### src/rtl/wksg_dec.sv
// Line-symbol frame decoder: SYNC-delimited 4-symbol frames feed a 2-entry
// output FIFO with overflow tracking and a wrapping accepted-symbol counter.
module wksg_dec (
  input  logic       clk,
  input  logic       rst_n,
  input  logic       in_valid,
  input  logic       sx,
  input  logic       sy,
  input  logic       out_ready,
  output logic       out_valid,
  output logic [1:0] x_out,
  output logic [1:0] y_out,
  output logic       frame_err,
  output logic       overflow,
  output logic [7:0] sym_cnt
);

  typedef enum logic {HUNT = 1'b0, DATA = 1'b1} state_t;

  state_t     state, state_nxt;
  logic [1:0] beat, beat_nxt;
  logic       is_sync;
  logic       push_req;
  logic       err_nxt;

  logic [3:0] mem [2];
  logic       rd_ptr, wr_ptr;
  logic [1:0] count;
  logic       pop, push_ok, full;
  logic [3:0] head;

  // Packs the decoded (x,y) pair as {x[1:0], y[1:0]}.
  function automatic logic [3:0] decode(input logic a, input logic b);
    logic [3:0] code;
    case ({a, b})
      2'b01:   code = 4'b0001;
      2'b10:   code = 4'b0100;
      default: code = 4'b0000;
    endcase
    return code;
  endfunction

  assign is_sync = sx & sy;

  always_ff @(posedge clk or negedge rst_n) begin
    if (!rst_n) begin
      state <= HUNT;
      beat  <= 2'd0;
    end else begin
      state <= state_nxt;
      beat  <= beat_nxt;
    end
  end

  always_comb begin
    state_nxt = state;
    beat_nxt  = beat;
    push_req  = 1'b0;
    err_nxt   = 1'b0;
    if (in_valid) begin
      if (state == HUNT) begin
        if (is_sync) begin
          state_nxt = DATA;
          beat_nxt  = 2'd0;
        end
      end else if (is_sync) begin
        // A SYNC inside a frame restarts it rather than dropping back to HUNT.
        err_nxt  = 1'b1;
        beat_nxt = 2'd0;
      end else begin
        push_req = 1'b1;
        if (beat == 2'd3) begin
          state_nxt = HUNT;
          beat_nxt  = 2'd0;
        end else begin
          beat_nxt = beat + 2'd1;
        end
      end
    end
  end

  assign full      = (count == 2'd2);
  assign out_valid = (count != 2'd0);
  assign pop       = out_valid & out_ready;
  // A full FIFO still accepts when the head leaves on the same edge.
  assign push_ok   = push_req & (~full | pop);
  assign head      = mem[rd_ptr];
  assign x_out     = out_valid ? head[3:2] : 2'b00;
  assign y_out     = out_valid ? head[1:0] : 2'b00;

  always_ff @(posedge clk) begin
    if (push_ok) mem[wr_ptr] <= decode(sx, sy);
  end

  always_ff @(posedge clk or negedge rst_n) begin
    if (!rst_n) begin
      rd_ptr    <= 1'b0;
      wr_ptr    <= 1'b0;
      count     <= 2'd0;
      frame_err <= 1'b0;
      overflow  <= 1'b0;
      sym_cnt   <= 8'd0;
    end else begin
      frame_err <= err_nxt;
      if (push_ok) begin
        wr_ptr  <= ~wr_ptr;
        sym_cnt <= sym_cnt + 8'd1;
      end
      if (pop) rd_ptr <= ~rd_ptr;
      if (push_ok && !pop)      count <= count + 2'd1;
      else if (!push_ok && pop) count <= count - 2'd1;
      if (push_req && !push_ok) overflow <= 1'b1;
    end
  end

endmodule

### config.mk
export PLATFORM = sky130hd
export DESIGN_NAME = wksg_dec
export DESIGN_NICKNAME = d
export VERILOG_FILES = /design/src/rtl/wksg_dec.sv
export SDC_FILE = /design/constraint.sdc
export NUM_CORES = 1
export LEC_CHECK = 0
export ABC_AREA = 1
export CAP_MARGIN = 20
export CORE_MARGIN = 1.5
export CORE_UTILIZATION = 53
export DETAILED_ROUTE_END_ITERATION = 8
export PLACE_DENSITY = 0.91
export SLEW_MARGIN = 20
export SYNTH_ARGS = -nofsm -noshare
export SYNTH_HDL_FRONTEND = slang
export SYNTH_SLANG_ARGS = --single-unit
### constraint.sdc
create_clock -name clk -period 4.1 [get_ports clk]
set_input_delay 0.41 -clock clk [delete_from_list [all_inputs] [get_ports clk]]
set_output_delay 0.41 -clock clk [all_outputs]
set_load 0.005 [all_outputs]
== Word-level counts from Yosys, hierarchy flattened ==
Memories as Yosys holds them, arrays and structs flattened.
Cells that the tools add are included.
Word-level totals
  register bits: 17
  bits in writable memories: 8
  bits of input ports: 6
  output and inout port bits: 15
  logic and storage cells: 54
  memories kept: 1
Memory list
  mem: depth 2, width 4, rd ports 1, clocked after memory_dff 0, write ports 1, RTL line 26  | logic [3:0] mem [2];
Cells by class
  add/subtract/negate cells: 4
  eq/ne operators: 4
  mux-type cells: 21
  bitwise gates (word level): 7
  reduce and logical (&&, ||, !) cells: 9
Operator list (count)
  $mux W2: 8
  $mux W1: 11
  $add A8 B1 Y8 const B: 1
  $eq A2 B2 Y1 const B: 3
  $pmux W3 S2: 1
  $reduce_bool A2 Y1: 3
  $add A2 B1 Y2 const B: 2
  $mux W4: 1
  $and A1 B1 Y1: 3
  $logic_and A1 B1 Y1: 3
  $not A1 Y1: 3
  $eq A2 B1 Y1 const B: 1
  $logic_not A1 Y1: 2
  $reduce_and A2 Y1: 1
  $sub A2 B1 Y2 const B: 1
  $or A1 B1 Y1: 1

== Longest topological paths before layout ==
  word-level depth: 9
  depth in mapped cells: 10
  gate-level depth less buffers: 10

== Worst setup path before layout ==
OpenSTA, ideal clock, no wires.
  kind: in2reg
  start: input sy
  end: register count[1]
  library setup time: 122 ps
  arrival time: 1323 ps
  data required time: 3978 ps
  path slack: 2654 ps
  stages on the path: 9
  path buffers: 0
  path through: nand2_1 -> inv_1 -> nor2_4 -> nand2_4 -> inv_2 -> ha_1 -> nor2_1 -> nand2_1 -> xor2_1
Between the ends
  longest elaborated chain between the ends: 8
  elaborated cells on any way between the ends: 10
  those cells by class: 4 x mux; 2 x bitwise; 4 x reduce/logical
RTL lines
  start, declared: RTL line 8  | input logic sy,
  $and A1 B1 Y1 *: RTL line 43  | assign is_sync = sx & sy;
  $mux W1 *: RTL line 66  | end else if (is_sync) begin
  $mux W1 *: RTL line 61  | if (state == HUNT) begin
  $mux W1 *: RTL line 60  | if (in_valid) begin
  $and A1 B1 Y1 *: RTL line 86  | assign push_ok = push_req & (~full | pop);
  $logic_not A1 Y1: RTL line 111  | else if (!push_ok && pop) count <= count - 2'd1;
  $logic_and A1 B1 Y1: RTL line 111
  $reduce_bool A2 Y1 (no line)
  end signal, assigned: RTL line 110  | if (push_ok && !pop) count <= count + 2'd1;
  end signal, assigned: RTL line 111
  end, declared: RTL line 28  | logic [1:0] count;
Every way passes the cells marked *; elsewhere a longest branch is shown, timed or not.
A chain may end at the register's enable or synchronous reset.

== Worst setup path in the final report ==
  start: register count[0]
  end: output y_out[0]
Between the ends
  longest elaborated chain between the ends: 2
RTL lines
  $reduce_bool A2 Y1: RTL line 83  | assign out_valid = (count != 2'd0);
  $mux W2: RTL line 89  | assign y_out = out_valid ? head[1:0] : 2'b00;
  end, declared: RTL line 12  | output logic [1:0] y_out,
No other way between the ends.

==> impl_metrics.toml <==
[critical_path]
crit_chain = "inv_1 -> nand2_1 -> inv_1 -> a21oi_1 -> clkdlybuf4s50_1"
crit_buf_inv = 3
crit_end = "y_out[0]"
crit_fanout = 4
rr_worst_depth = 8
cp-startpoint = "count[0]$_DFFE_PN0P_"
cpMostUsedCell = "inv_1"
cp-end-kind = "output pin"
critPathSlowestCell = "clkdlybuf4s50_1"
crit_cells = 5
max_stage_delay_ps = 510
r2r_end = "count[1]$_DFFE_PN0P_"
path_delay_family = "buffers and inverters"
worstPathRequired_ps = 3690
cp-start-kind = "register"
r2r_slack_ps = 2420
cp.arrival_ps = 1570
worstSetupPathType = "reg2out"
rr_startpoint = "count[0]$_DFFE_PN0P_"

[placement]
io_buffers = 18
post-dp-hpwl_um = 1451
gp_congestion = 0.8673
place_ws_ps = 1934

[timing]
worst_pin_slew_ps = 737.4
fin_crit_sh_pct = 48.35
fin_tns_setup_ps = 0
relSlewSlack_pct = 50.69
drv_slew = 0
finalSetupViolCount = 0
rsz0062_at_grt = "no"
layout_setup_ws_ps = 2118
skew_ps = 4.436
max_freq_ghz = 0.5045
period_minus_slack_ps = 1982
hold_violations = 0

[clock_tree]
post_cts_buffers = 0
cts_root_buf = "clkbuf_4"
cts_tree = "built"
numCtsBuffers = 3
clock_latency_ps = 290
htreeDepth = 1
clk_path_buf_depth = 2
cts_hold_buf = 0
path_clk_slew_ps = 110
cts.sinks = 21
cts_resized = 0

[flow_run]
drv_cap = 0

[synth]
synthFlopType = "dfrtp_1"
async_reset_ff_share_pct = 80.95
synth_warnings = 0
ys_ff_latch = 21
ys_top_cells_by_area = "dfrtp_1, nand2_1, edfxtp_1"
synth.distinct_cells = 22
synth_top_cell_area_share_pct = 40.14
avgSynthCellArea_um2 = 8.411
yosysMostFrequentCell = "nand2_1"
synth_edf_count = 4
yosysTopAreaCell = "dfrtp_1"
synthCells = 126
netlist_area_um2 = 1060
synth_common_cells = "nand2_1, dfrtp_1, inv_1"
seq_area_frac_synth_pct = 51.48

[floorplan]
boundaryPins = 21
die_h_um = 47.72
rows = 15
fp.dieW_um = 47.72
core-area_um2 = 1802
die_area_um2 = 2277
start_util_pct = 58.82

[drt]
drt_iter0_drc = 11
route.detailed.drc = 0
ant_nets = 0
wire_per_inst_um = 11.28
vias = 833
post_drt_via_cell_ratio = 4.871
finalWirelength_um = 1929
firstDrtPassIters = 4

[global_route]
overflow = 0
grt_max_degree = 18
grt_pass1_vias = 764
antenna_found_initial = 0
grt.total_usage_pct = 20.14
grt_pass1_wl_um = 3160

[layout]
diodes = 0
syn_to_final_growth_pct = 20.31
nFillCells = 143
final_nets = 156
drive_gt1_share_pct = 6.849

[min_path]
hold_class = "reg2reg"

[power]
vdd_drop_max_mv = 0.4239
leakage_nw = 0.6227
power.density_nw_per_um2 = 592.9

[outcome]
status = "completed"
where the power goes:
| part | internal [mW] | switching (mW) |
|---|---|---|
| registers | 0.283 | 0.0579 |
| clock network | 0.0378 | 0.0569 |
| logic | 0.160 | 0.161 |
registers in the layout, summed over array words and instances, names as in the netlist:
signal / count
wr_ptr: 1
mem: 4
beat: 2
state: 1
sym_cnt: 8
rd_ptr: 1
frame_err: 1
overflow: 1
count: 2
metrics by stage:
step	hold WS, ps	std cells	utilization (%)	power, mW	instance area (µm²)
detailed placement	473.1	167	69.31	0.6620	1249
floorplan	114.4	127	-	0.5302	1064
CTS	498.0	171	70.76	0.7605	1275
global route	510.4	171	70.76	0.8202	1275
finish	491.1	171	70.76	0.7559	1275
global placement	461.0	167	69.31	0.6486	1249
cells in the final DEF (no fill, tap or decap):
cell,instances
conb_1,2
xnor2_1,2
ha_1,3
nand2_1,45
o21ai_1,1
o31ai_1,1
a21oi_1,2
nand2_2,1
edfxtp_1,4
nor2_1,14
nand3_1,6
clkbuf_4,3
inv_1,15
clkdlybuf4s50_1,18
dfrtp_1,17
o21ai_2,2
nor2_4,1
inv_2,1
o21bai_1,1
clkbuf_1,1
nand2_4,1
xor2_1,4
nor2_2,1
worst min path at each step:
stage / from / to / slack (ps) / cells after the start
floorplan: rst_n / beat[0]$_DFFE_PN0P_ / 110 / 0
global placement: overflow$_DFFE_PN0P_ / overflow$_DFFE_PN0P_ / 460 / 1
detailed placement: overflow$_DFFE_PN0P_ / overflow$_DFFE_PN0P_ / 470 / 1
CTS: overflow$_DFFE_PN0P_ / overflow$_DFFE_PN0P_ / 500 / 1
global route: overflow$_DFFE_PN0P_ / overflow$_DFFE_PN0P_ / 510 / 1
finish: overflow$_DFFE_PN0P_ / overflow$_DFFE_PN0P_ / 490 / 1
metal layers:
layer	part of all wire, %	track usage, %	vias up
met5	0	0	-
met4	1.8	9.730	0
met3	2.1	2.642	4
met2	49	33.87	16
met1	47	25.55	390
li1	-	-	423
cell type report:
type	count	area, µm²	area share, %
Clock buffer	4	26.28	2.061
Inverter	16	60.06	4.711
Multi-Input combinational cell	87	431.7	33.86
Sequential cell	21	545.5	42.79
Tap cell	25	31.28	2.453
Timing Repair Buffer	18	180.2	14.13
logic make-up after synthesis:
family	Yosys count	synth area share (%)
AOI/OAI and AO/OA	7	4.487
xor gates and xnor gates	6	4.959
adders and majority gates	3	3.542
buffers and inverters	19	8.145
DFF	21	51.48
other	1	0.3539
and+or+nand+nor	69	27.04
(Power assumes the default switching activity.)
